===== src/rtl/ddr_rd_burst_unpacker_pkg.sv =====
`default_nettype none
// ============================================================================
// Module      : ddr_rd_burst_unpacker_pkg
// Description : Shared constants, FSM state encoding and helpers for the
//               DDR read-burst unpacker.
// Revision    : 1.0 - initial release
// ============================================================================
package ddr_rd_burst_unpacker_pkg;

    localparam int c_DDR_DATA_WIDTH = 128;
    localparam int c_DATA_WIDTH     = 16;
    localparam int c_LANES          = c_DDR_DATA_WIDTH / c_DATA_WIDTH;
    localparam int c_BEAT_DEPTH     = 8;
    localparam int c_WORD_CNT_WIDTH = 10;

    typedef enum logic [1:0] {
        ST_IDLE   = 2'd0,
        ST_STREAM = 2'd1,
        ST_DONE   = 2'd2
    } state_t;

    function automatic int unsigned ceil_div(input int unsigned words, input int unsigned lanes);
        return (words + lanes - 32'd1) / lanes;
    endfunction

endpackage
`default_nettype wire


===== src/rtl/ddr_rd_burst_unpacker_if.sv =====
`default_nettype none
// ============================================================================
// Module      : ddr_rd_burst_unpacker_if
// Description : Request, beat input, word output and status bundle of the
//               unpacker; i_/o_ names are from the unpacker's point of view.
// Revision    : 1.0 - initial release
// ============================================================================
interface ddr_rd_burst_unpacker_if
    import ddr_rd_burst_unpacker_pkg::*;
#(
    parameter int DDR_DATA_WIDTH = c_DDR_DATA_WIDTH,
    parameter int DATA_WIDTH     = c_DATA_WIDTH,
    parameter int BEAT_DEPTH     = c_BEAT_DEPTH,
    parameter int WORD_CNT_WIDTH = c_WORD_CNT_WIDTH
) ();

    localparam int c_FREE_W = $clog2(BEAT_DEPTH + 1);

    logic                      i_start;
    logic [WORD_CNT_WIDTH-1:0] i_start_words;
    logic                      i_in_valid;
    logic [DDR_DATA_WIDTH-1:0] i_in_data;
    logic                      i_out_ready;
    logic                      o_out_valid;
    logic [DATA_WIDTH-1:0]     o_out_data;
    logic                      o_out_last;
    logic                      o_busy;
    logic                      o_done;
    logic [c_FREE_W-1:0]       o_free_beats;
    logic                      o_overflow;

    modport slave (
        input  i_start, i_start_words, i_in_valid, i_in_data, i_out_ready,
        output o_out_valid, o_out_data, o_out_last, o_busy, o_done, o_free_beats, o_overflow
    );

    modport master (
        output i_start, i_start_words, i_in_valid, i_in_data, i_out_ready,
        input  o_out_valid, o_out_data, o_out_last, o_busy, o_done, o_free_beats, o_overflow
    );

endinterface
`default_nettype wire


===== src/rtl/ddr_rd_burst_unpacker_beat_sync_fifo.sv =====
`default_nettype none
// ============================================================================
// Module      : beat_sync_fifo
// Description : Single-clock beat FIFO with show-ahead head; a push into a
//               full FIFO is legal when a pop happens in the same cycle.
// Revision    : 1.0 - initial release
// ============================================================================
module beat_sync_fifo
    import ddr_rd_burst_unpacker_pkg::*;
#(
    parameter int WIDTH = c_DDR_DATA_WIDTH,
    parameter int DEPTH = c_BEAT_DEPTH
) (
    input  logic                         clk,
    input  logic                         rst,
    input  logic                         i_push,
    input  logic [WIDTH-1:0]             i_push_data,
    input  logic                         i_pop,
    output logic [WIDTH-1:0]             o_head,
    output logic [$clog2(DEPTH+1)-1:0]   o_count,
    output logic                         o_empty
);

    localparam int c_AW  = $clog2(DEPTH);
    localparam int c_CW  = $clog2(DEPTH + 1);

    logic [WIDTH-1:0] r_mem [DEPTH];
    logic [c_AW-1:0]  r_wr_ptr;
    logic [c_AW-1:0]  r_rd_ptr;
    logic [c_CW-1:0]  r_count;

    // When full, wr_ptr aliases rd_ptr: the head is read combinationally
    // before the write lands, so push-on-pop-while-full is safe.
    always_ff @(posedge clk) begin
        if (i_push) begin
            r_mem[r_wr_ptr] <= i_push_data;
        end
    end

    always_ff @(posedge clk) begin
        if (rst) begin
            r_wr_ptr <= '0;
            r_rd_ptr <= '0;
            r_count  <= '0;
        end else begin
            if (i_push) begin
                r_wr_ptr <= r_wr_ptr + c_AW'(1);
            end
            if (i_pop) begin
                r_rd_ptr <= r_rd_ptr + c_AW'(1);
            end
            case ({i_push, i_pop})
                2'b10:   r_count <= r_count + c_CW'(1);
                2'b01:   r_count <= r_count - c_CW'(1);
                default: r_count <= r_count;
            endcase
        end
    end

    assign o_head  = r_mem[r_rd_ptr];
    assign o_count = r_count;
    assign o_empty = (r_count == '0);

endmodule
`default_nettype wire


===== src/rtl/ddr_rd_burst_unpacker.sv =====
`default_nettype none
// ============================================================================
// Module      : ddr_rd_burst_unpacker
// Description : Buffers 128-bit DDR read beats and serialises them into
//               DATA_WIDTH words, trimming padding lanes of the final beat.
// Revision    : 1.0 - initial release
// ============================================================================
module ddr_rd_burst_unpacker
    import ddr_rd_burst_unpacker_pkg::*;
#(
    parameter int DDR_DATA_WIDTH = c_DDR_DATA_WIDTH,
    parameter int DATA_WIDTH     = c_DATA_WIDTH,
    parameter int BEAT_DEPTH     = c_BEAT_DEPTH,
    parameter int WORD_CNT_WIDTH = c_WORD_CNT_WIDTH
) (
    input  logic                    clk,
    input  logic                    rst,
    ddr_rd_burst_unpacker_if.slave  bus
);

    localparam int c_NUM_LANES = DDR_DATA_WIDTH / DATA_WIDTH;
    localparam int c_LANE_W    = $clog2(c_NUM_LANES);
    localparam int c_FREE_W    = $clog2(BEAT_DEPTH + 1);

    state_t                                 r_state;
    logic [WORD_CNT_WIDTH-1:0]              r_words_left;
    logic [WORD_CNT_WIDTH-1:0]              r_beats_expected;
    logic [c_LANE_W-1:0]                    r_lane_idx;
    logic                                   r_overflow;

    logic [DDR_DATA_WIDTH-1:0]              w_head;
    logic [c_NUM_LANES-1:0][DATA_WIDTH-1:0] w_head_lanes;
    logic [c_FREE_W-1:0]                    w_count;
    logic                                   w_empty;
    logic                                   w_out_valid;
    logic                                   w_hs;
    logic                                   w_last_word;
    logic                                   w_pop;
    logic                                   w_push;

    beat_sync_fifo #(
        .WIDTH (DDR_DATA_WIDTH),
        .DEPTH (BEAT_DEPTH)
    ) u_beat_fifo (
        .clk         (clk),
        .rst         (rst),
        .i_push      (w_push),
        .i_push_data (bus.i_in_data),
        .i_pop       (w_pop),
        .o_head      (w_head),
        .o_count     (w_count),
        .o_empty     (w_empty)
    );

    assign w_head_lanes = w_head;
    assign w_out_valid  = (r_state == ST_STREAM) && !w_empty;
    assign w_hs         = w_out_valid && bus.i_out_ready;
    assign w_last_word  = (r_words_left == WORD_CNT_WIDTH'(1));
    // Head beat retires after its top lane or after the burst's last word.
    assign w_pop        = w_hs && ((r_lane_idx == c_LANE_W'(c_NUM_LANES - 1)) || w_last_word);
    assign w_push       = bus.i_in_valid && (r_state == ST_STREAM) && (r_beats_expected != '0)
                          && ((w_count < c_FREE_W'(BEAT_DEPTH)) || w_pop);

    always_ff @(posedge clk) begin
        if (rst) begin
            r_state          <= ST_IDLE;
            r_words_left     <= '0;
            r_beats_expected <= '0;
            r_lane_idx       <= '0;
            r_overflow       <= 1'b0;
        end else begin
            if (bus.i_in_valid && !w_push) begin
                r_overflow <= 1'b1;
            end
            if (w_push) begin
                r_beats_expected <= r_beats_expected - WORD_CNT_WIDTH'(1);
            end
            case (r_state)
                ST_IDLE: begin
                    if (bus.i_start) begin
                        r_words_left     <= bus.i_start_words;
                        r_beats_expected <= WORD_CNT_WIDTH'(ceil_div(32'(bus.i_start_words), c_NUM_LANES));
                        r_lane_idx       <= '0;
                        r_state          <= (bus.i_start_words != '0) ? ST_STREAM : ST_DONE;
                    end
                end
                ST_STREAM: begin
                    if (w_hs) begin
                        r_words_left <= r_words_left - WORD_CNT_WIDTH'(1);
                        r_lane_idx   <= w_pop ? '0 : r_lane_idx + c_LANE_W'(1);
                        if (w_last_word) begin
                            r_state <= ST_DONE;
                        end
                    end
                end
                ST_DONE: begin
                    r_state <= ST_IDLE;
                end
                default: begin
                    r_state <= ST_IDLE;
                end
            endcase
        end
    end

    assign bus.o_out_valid  = w_out_valid;
    assign bus.o_out_data   = w_out_valid ? w_head_lanes[r_lane_idx] : '0;
    assign bus.o_out_last   = w_out_valid && w_last_word;
    assign bus.o_busy       = (r_state != ST_IDLE);
    assign bus.o_done       = (r_state == ST_DONE);
    assign bus.o_free_beats = c_FREE_W'(BEAT_DEPTH) - w_count;
    assign bus.o_overflow   = r_overflow;

endmodule
`default_nettype wire


===== src/flat_wrapper.sv =====
// flat-port wrapper written by rule: the top's interface ports become plain ports
module ddr_rd_burst_unpacker_flat import ddr_rd_burst_unpacker_pkg::*;
#(
    parameter int DDR_DATA_WIDTH = c_DDR_DATA_WIDTH,
    parameter int DATA_WIDTH     = c_DATA_WIDTH,
    parameter int BEAT_DEPTH     = c_BEAT_DEPTH,
    parameter int WORD_CNT_WIDTH = c_WORD_CNT_WIDTH
)
  (clk, rst, bus_i_start, bus_i_start_words, bus_i_in_valid, bus_i_in_data, bus_i_out_ready, bus_o_out_valid, bus_o_out_data, bus_o_out_last, bus_o_busy, bus_o_done, bus_o_free_beats, bus_o_overflow);
  ddr_rd_burst_unpacker_if #(.DDR_DATA_WIDTH(DDR_DATA_WIDTH), .DATA_WIDTH(DATA_WIDTH), .BEAT_DEPTH(BEAT_DEPTH), .WORD_CNT_WIDTH(WORD_CNT_WIDTH)) bus_i ();
  input  logic clk;
  input  logic rst;
  input wire logic [$bits(bus_i.i_start)-1:0] bus_i_start;
  input wire logic [$bits(bus_i.i_start_words)-1:0] bus_i_start_words;
  input wire logic [$bits(bus_i.i_in_valid)-1:0] bus_i_in_valid;
  input wire logic [$bits(bus_i.i_in_data)-1:0] bus_i_in_data;
  input wire logic [$bits(bus_i.i_out_ready)-1:0] bus_i_out_ready;
  output wire logic [$bits(bus_i.o_out_valid)-1:0] bus_o_out_valid;
  output wire logic [$bits(bus_i.o_out_data)-1:0] bus_o_out_data;
  output wire logic [$bits(bus_i.o_out_last)-1:0] bus_o_out_last;
  output wire logic [$bits(bus_i.o_busy)-1:0] bus_o_busy;
  output wire logic [$bits(bus_i.o_done)-1:0] bus_o_done;
  output wire logic [$bits(bus_i.o_free_beats)-1:0] bus_o_free_beats;
  output wire logic [$bits(bus_i.o_overflow)-1:0] bus_o_overflow;
  assign bus_i.i_start = bus_i_start;
  assign bus_i.i_start_words = bus_i_start_words;
  assign bus_i.i_in_valid = bus_i_in_valid;
  assign bus_i.i_in_data = bus_i_in_data;
  assign bus_i.i_out_ready = bus_i_out_ready;
  assign bus_o_out_valid = bus_i.o_out_valid;
  assign bus_o_out_data = bus_i.o_out_data;
  assign bus_o_out_last = bus_i.o_out_last;
  assign bus_o_busy = bus_i.o_busy;
  assign bus_o_done = bus_i.o_done;
  assign bus_o_free_beats = bus_i.o_free_beats;
  assign bus_o_overflow = bus_i.o_overflow;
  ddr_rd_burst_unpacker #(.DDR_DATA_WIDTH(DDR_DATA_WIDTH), .DATA_WIDTH(DATA_WIDTH), .BEAT_DEPTH(BEAT_DEPTH), .WORD_CNT_WIDTH(WORD_CNT_WIDTH)) u_core (.clk(clk), .rst(rst), .bus(bus_i));
endmodule

===== config.mk =====
export PLATFORM = sky130hd
export DESIGN_NAME = ddr_rd_burst_unpacker_flat
export DESIGN_NICKNAME = d
export VERILOG_FILES = /design/src/rtl/ddr_rd_burst_unpacker_pkg.sv /design/src/rtl/ddr_rd_burst_unpacker_if.sv /design/src/rtl/ddr_rd_burst_unpacker_beat_sync_fifo.sv /design/src/rtl/ddr_rd_burst_unpacker.sv /design/src/flat_wrapper.sv
export SDC_FILE = /design/constraint.sdc
export NUM_CORES = 1
export LEC_CHECK = 0
export ABC_AREA = 1
export CORE_ASPECT_RATIO = 1.5
export CORE_MARGIN = 8
export CORE_UTILIZATION = 54
export DETAILED_ROUTE_END_ITERATION = 10
export PLACE_DENSITY_LB_ADDON = 0.1
export SLEW_MARGIN = 10
export SYNTH_ARGS = -nofsm -noshare
export SYNTH_HDL_FRONTEND = slang
export SYNTH_SLANG_ARGS = --single-unit
export TNS_END_PERCENT = 100

===== constraint.sdc =====
create_clock -name clk -period 26.2 [get_ports clk]
set_clock_uncertainty 0.05 [all_clocks]
set_input_delay 5.24 -clock clk [delete_from_list [all_inputs] [get_ports clk]]
set_output_delay 5.24 -clock clk [all_outputs]
set_load 0.05 [all_outputs]

==> results.md, run 1 <==
- Yosys warns: 0
- Sequential fraction of the synthesis area: around 72%
- First-pass GRT wire length: about 180000 um
- Worst skew pair latency: ~0.66 ns
- DIE AREA: 0.0902 mm^2
- H-tree depth: 3
- Tmin final: 11.46 ns
- # DRC: 0
- # resized after CTS: 0
- Max Root-Sink Buffers: 3
- Overall power: approximately 3.5 mW
- Final Max Tran Viols: 0
- Worst Hold Slack: about 0.4 ns
- TNS Setup: 0 ns
- Total CTS buffers: slightly below 100
- Starting Density: 54.5%
- CP Max Fanout: ~180
- Worst VDD drop: 0.0606 mV
- Synthesis-to-layout area growth: 12.6%
- Fmax: a little under 90 MHz
- Overflow after GRT: 0
- CTS tree: yes
- DR WL/cell: 23.8 um
- CP Class: reg2out
- Total number of vias: between 20000 and 30000
- Initial antenna violation count: 16
- Routed WL: ~120000 um
- Row count: about 130
- Placed Cells incl. Taps: 4755
- Setup Fix Bufs, Post-CTS: 0
- Worst path required time: between 20 and 25 ns
- Commonest non-fill, non-tap cell in the layout: nand2_1
- # IOs: ~170
- Final setup fails: 0
- DR pass1 iterations: 6
- Die X: 248 um
- Mapped Area: around 0.044 mm^2
- Final nets: approximately 4000
- Vias/cell: 5.96
- Final Hold Viols: 0
- Pwr dens: between 70 and 80 mW/mm^2
- Final non-filler cell total: between 4000 and 5000
- Critical Path AT: ~6 ns
- Clock root cell: clkbuf_16
- #FFs+latches synth: around 1100
- Number of fillers in the final layout: about 6200
- Worst setup SP type: flip-flop
- Least-Margin Pin Slew: 1.22 ns
- Static Leak: approximately 17 nW
- Sink Count: 1063
- Fin crit share: between 40 and 50%
- DR iter-0 viols: slightly below 3000
- Syn Area/Cell: 11.6 um^2
- Cells after Synth: approximately 3800
- Critical Path End Type: primary output
- Die Y: about 360 um
- Finished Core Util: 61.4%
- Max Cap Viol: 0
- Most frequent cells in the layout: nand2_1 (1277), edfxtp_1 (1024), nand3_1 (757)
- RSZ-0062 raised after global routing: false
- Number of global-route vias before repair: around 29000
- Rel. slew slack: a little under a fifth
- Hold-fix buffers at CTS: 0
- Port bufs: 167
- Net count after synthesis: just under 4000
- Post-detail-place hpwl: about 61000 um
- Hold crit path type: reg2reg
- Core box area: about 0.08 mm^2
- Clk pin slew, worst setup/hold paths: approximately 0.060 ns
- Share of post-route cells with drive strength above 1: under 10%
- Placer Congestion: about 0.83
- Largest net degree at the start of global routing: around 240
- Tot GR Track Use: approximately 26%
- Cell variety after synth: 40
- Status: finished clean
- Antenna-violating nets left: 0
==> registers in the layout, indices dropped and copies added (netlist names), named ones only <==
name	flops
u_core.u_beat_fifo.r_rd_ptr	3
u_core.bus.o_overflow	1
u_core.r_words_left	10
u_core.r_beats_expected	10
u_core.r_lane_idx	3
u_core.r_state	2
u_core.u_beat_fifo.o_count	4
u_core.u_beat_fifo.r_mem	1024
u_core.u_beat_fifo.r_wr_ptr	3
==> final timing paths <==
check	cells past startpoint	to	slack, ns	start
hold reg to reg	1	flip-flop	0.39	u_core.u_beat_fifo.r_rd_ptr[2]
setup reg to reg	10	u_core.u_beat_fifo.r_mem[6][121]	21.67	u_core.r_lane_idx[1]
setup / recovery	12	bus_o_out_data[13]	14.74	flip-flop
hold / removal	1	flip-flop	0.39	u_core.u_beat_fifo.r_rd_ptr[2]
==> final cells by class <==
type                       count  area (um^2)  area share, %
multi-input combinational   2398        10700           21.8
antenna                        8         20.0         0.0408
timing repair buffer         200         2010           4.09
tap                         1032         1290           2.63
clock buffer                 118         2630           5.37
inverter                      62          262          0.533
sequential                  1063        31500           64.3
clock inverter                62          607           1.24
==> Yosys cell counts <==
library cell	count	area share [%]
ha_1	12	0.34
nor2_1	85	0.73
nor3_2	2	0.046
nand2_1	1277	11
o31ai_1	16	0.28
o21bai_1	2	0.034
buf_2	104	1.2
o21a_1	1	0.017
inv_2	3	0.026
inv_1	56	0.48
nor3_1	7	0.080
o21ai_2	1	0.020
a21oi_4	1	0.037
clkinv_1	1	0.0086
nand3_2	1	0.023
a21oi_1	119	1.4
nor2_4	2	0.052
a31oi_1	5	0.072
clkbuf_1	64	0.55
buf_6	5	0.13
a211oi_1	4	0.069
edfxtp_1	1024	71
buf_4	31	0.53
nor2_2	1	0.014
o21ai_1	1	0.011
o21ai_0	48	0.55
o211ai_1	24	0.41
nand2_4	2	0.052
fa_1	1	0.046
nand2_2	4	0.057
a21oi_2	1	0.020
nand4_1	6	0.086
a221oi_1	2	0.040
xnor2_1	6	0.12
dfxtp_1	39	1.8
xor2_1	9	0.18
nor4_1	1	0.014
buf_1	28	0.24
nand3_1	757	8.7
inv_4	2	0.029
==> layer usage <==
layer	vias up	global-route usage [%]	routed length, um
met5	-	0	69
met4	10	9.98	3870
met3	224	4.47	8820
met2	1242	43.1	57800
met1	14652	33.8	47000
li1	13353	-	-
==> per-stage QoR <==
| step | area (um^2) | worst slack (ns) |
|---|---|---|
| 2_1_floorplan | 43600 | 10.89 |
| 3_3_place_gp | 45800 | 15.61 |
| 3_5_place_dp | 45800 | 15.55 |
| 4_1_cts | 49100 | 14.81 |
| 5_1_grt | 49100 | 14.49 |
| 6_report | 49100 | 14.74 |
==> critical path, stage by stage (launching register included) <==
cell,delay (ns)
dfxtp_4,0.58
inv_16,0.55
buf_4,0.90
buf_4,0.86
nand2_1,0.11
nand3_1,0.11
nand3_1,0.09
nand2_1,0.11
nand2_1,0.09
nand3_1,0.26
o211ai_1,0.16
a21oi_1,0.38
clkdlybuf4s50_1,0.88
==> cells by family (layout without fill, tap and decap cells) <==
| kind of cell | Yosys count | in the layout | share of synthesized area (%) |
|---|---|---|---|
| AND/OR/NAND/NOR | 2145 | 2145 | 20.8 |
| buffers and inverters | 294 | 442 | 3.19 |
| adder cells (fa/ha/maj) | 13 | 13 | 0.390 |
| other | 0 | 8 | 0 |
| AO/OA/AOI/OAI | 225 | 225 | 2.93 |
| flip-flops | 1063 | 1063 | 72.3 |
| XOR/XNOR | 15 | 15 | 0.301 |
==> report_power, final <==
part / switching (mW) / total (mW) / internal [mW]
combinational: 0.103 / 0.153 / 0.0504
sequential: 0.00827 / 1.89 / 1.88
clock: 0.611 / 1.44 / 0.833
total: 0.722 / 3.49 / 2.77
Note: power is estimated with default switching activity, not from simulation.
==> run 2, diff against run 1 <==
==> constraint.sdc (replaced) <==
create_clock -name clk -period 11.6 [get_ports clk]
set_clock_uncertainty 0.05 [all_clocks]
set_input_delay 2.32 -clock clk [delete_from_list [all_inputs] [get_ports clk]]
set_output_delay 2.32 -clock clk [all_outputs]
set_load 0.05 [all_outputs]
==> results.md, run 2 (same netlist as run 1, synthesis figures left out) <==
- Status: finished clean
- Overflow after GRT: 0 (unchanged)
- Max FFs per register: 1024 (unchanged)
- Critical Path End Type: primary output
- # resized after CTS: 0 (unchanged)
- DIE AREA: 0.0902 mm^2 (unchanged)
- Worst Hold Slack: 0.390 ns (-0.00473 ns)
- Hold depth: 1 (unchanged)
- Dpl ws: 4.22 ns (-11.34 ns)
- Worst Reg-to-Reg Cells: 11 (+1)
- Starting Density: 54.5% (unchanged)
- CP peak stage delay: 0.99 ns (+0.09 ns)
- Antenna-violating nets left: 0 (unchanged)
- TNS Setup: 0 ns (unchanged)
- DR WL/cell: 23.6 um (-0.81%)
- Fmax: 122 MHz
- Tmin final: 8.17 ns
- CP Max Fanout: 111 (-37%)
- Most frequent cells in the layout: nand2_1 (1277), edfxtp_1 (1024), nand3_1 (757)
- # DRC: 0 (unchanged)
- Max Cap Viol: 0 (unchanged)
- Worst setup SP type: flip-flop
- Max Root-Sink Buffers: 3 (unchanged)
- First-pass GRT wire length: 174000 um (-1.3%)
- # IOs: 168 (unchanged)
- Net Switching: 1.66 mW (+130%)
- Critical Path Slowest Stage Cell: buf_4
- Finished Cell Area: 0.0492 mm^2 (+0.20%)
- Clock share of power: 41.9% (+0.5 points)
- Placer Congestion: 0.806 (-3.2%)
- Top Registers: u_core.u_beat_fifo.r_mem: 1024 flops, u_core.r_beats_expected: 10 flops, u_core.r_words_left: 10 flops
- Overall power: 7.95 mW (+130%)
- Number of fillers in the final layout: 6188 (-0.32%)
- Clock root cell: clkbuf_16
- Finished Core Util: 61.5% (+0.12 points)
- H-tree depth: 3 (unchanged)
- Hold crit path type: reg2reg
- R2R setup slack: 6.97 ns (-14.70 ns)
- Worst path required time: 9.23 ns (-11.68 ns)
- Post-detail-place hpwl: 61100 um (-0.37%)
- Hold-fix buffers at CTS: 0 (unchanged)
- CTS tree: yes
- Critical Path AT: 5.80 ns (-0.37 ns)
- Worst skew pair latency: 0.68 ns (+0.02 ns)
- Final nets: 3980 (unchanged)
- DR pass1 iterations: 5 (-1)
- Row count: 127 (unchanged)
- Dpl cell area: 0.0458 mm^2 (about the same)
- Static Leak: 17.4 nW (+0.19%)
- Vias/cell: 5.89 (-1.3%)
- Final WS setup: 3.43 ns (-11.31 ns)
- Initial antenna violation count: 16 (unchanged)
- Crit path max-delay family: buffers and inverters
- Instance count on the critical path: 9 (-3)
- Placed Cells incl. Taps: 4755 (unchanged)
- Sum of buffers and inverters on the critical path: 3 (-1)
- RSZ-0062 raised after global routing: false
- CP cell instances: buf_4 -> buf_4 -> nand2_1 -> nand3_1 -> nand3_1 -> a21oi_1 -> o211ai_1 -> a21oi_1 -> clkdlybuf4s50_1
- Routed WL: 117000 um (-0.65%)
- Core box area: 0.0799 mm^2 (unchanged)
- Sink Count: 1063 (unchanged)
- DR iter-0 viols: 2862 (-2.6%)
- Rel. slew slack: 22.0% (+3.2 points)
- Total number of vias: 29144 (-1.1%)
- Synthesis-to-layout area growth: 12.8%
- Fin crit share: a little over two thirds
- Worst VDD drop: 0.138 mV (+130%)
- Final Hold Viols: 0 (unchanged)
- Largest Register: u_core.u_beat_fifo.r_mem
- Pwr dens: 162 mW/mm^2 (+130%)
- Number of global-route vias before repair: 28330 (-1.4%)
- CP Class: reg2out
- Total CTS buffers: 99 (unchanged)
- Final non-filler cell total: 4951 (+0.16%)
- Final setup fails: 0 (unchanged)
- Die Y: 364 um (unchanged)
- Largest net degree at the start of global routing: 258 (+7.1%)
- Commonest non-fill, non-tap cell in the layout: nand2_1
- Die X: 248 um (unchanged)
- Clk pin slew, worst setup/hold paths: 0.06 ns (about the same)
- Comb pwr share: 4.3% (about the same)
- Sw frac: 20.9% (+0.18 points)
- Setup Fix Bufs, Post-CTS: 0 (unchanged)
- Least-Margin Pin Slew: 1.17 ns (-0.0479 ns)
- Final Max Tran Viols: 0 (unchanged)
- Port bufs: 167 (unchanged)
- Share of post-route cells with drive strength above 1: 5.58% (+0.15 points)
- Flop pwr share: 53.7% (-0.5 points)
- Internal: 6.29 mW (+130%)
- Tot GR Track Use: 25.6% (-0.26 points)
## run 2: power groups by stage
stage / Clock, mW / Combinational, mW / Sequential (mW)
global placement: 0 / 0.335 / 4.35
global route: 3.51 / 0.376 / 4.27
detailed placement: 0 / 0.344 / 4.35
finish: 3.33 / 0.345 / 4.27
CTS: 3.37 / 0.346 / 4.27
floorplan: 0 / 0.171 / 4.36
## run 2: worst paths after layout
kind | endpoint | start
min | flip-flop | u_core.u_beat_fifo.r_rd_ptr[2]
min reg2reg | flip-flop | u_core.u_beat_fifo.r_rd_ptr[2]
max | bus_o_out_data[6] | flip-flop
max reg2reg | u_core.u_beat_fifo.r_mem[2][16] | u_core.r_lane_idx[1]
## run 2: cell type report
class                      instances  area, um^2  area share, %
antenna                           11        27.5         0.0560
clock buffer                     119        2570           5.23
clock inverter                    66         749           1.52
inverter                          62         262          0.532
multi-input combinational       2398       10700           21.8
sequential                      1063       31500           64.1
tap                             1032        1290           2.63
timing repair buffer             200        2010           4.08
## run 2: routing by layer
layer,global-route usage (%),routed length (um),vias up
met4,10.5,4210,2
met1,33.3,46100,14375
met2,42.4,57300,1226
li1,-,-,13353
met3,4.60,9260,188
met5,0,13,-
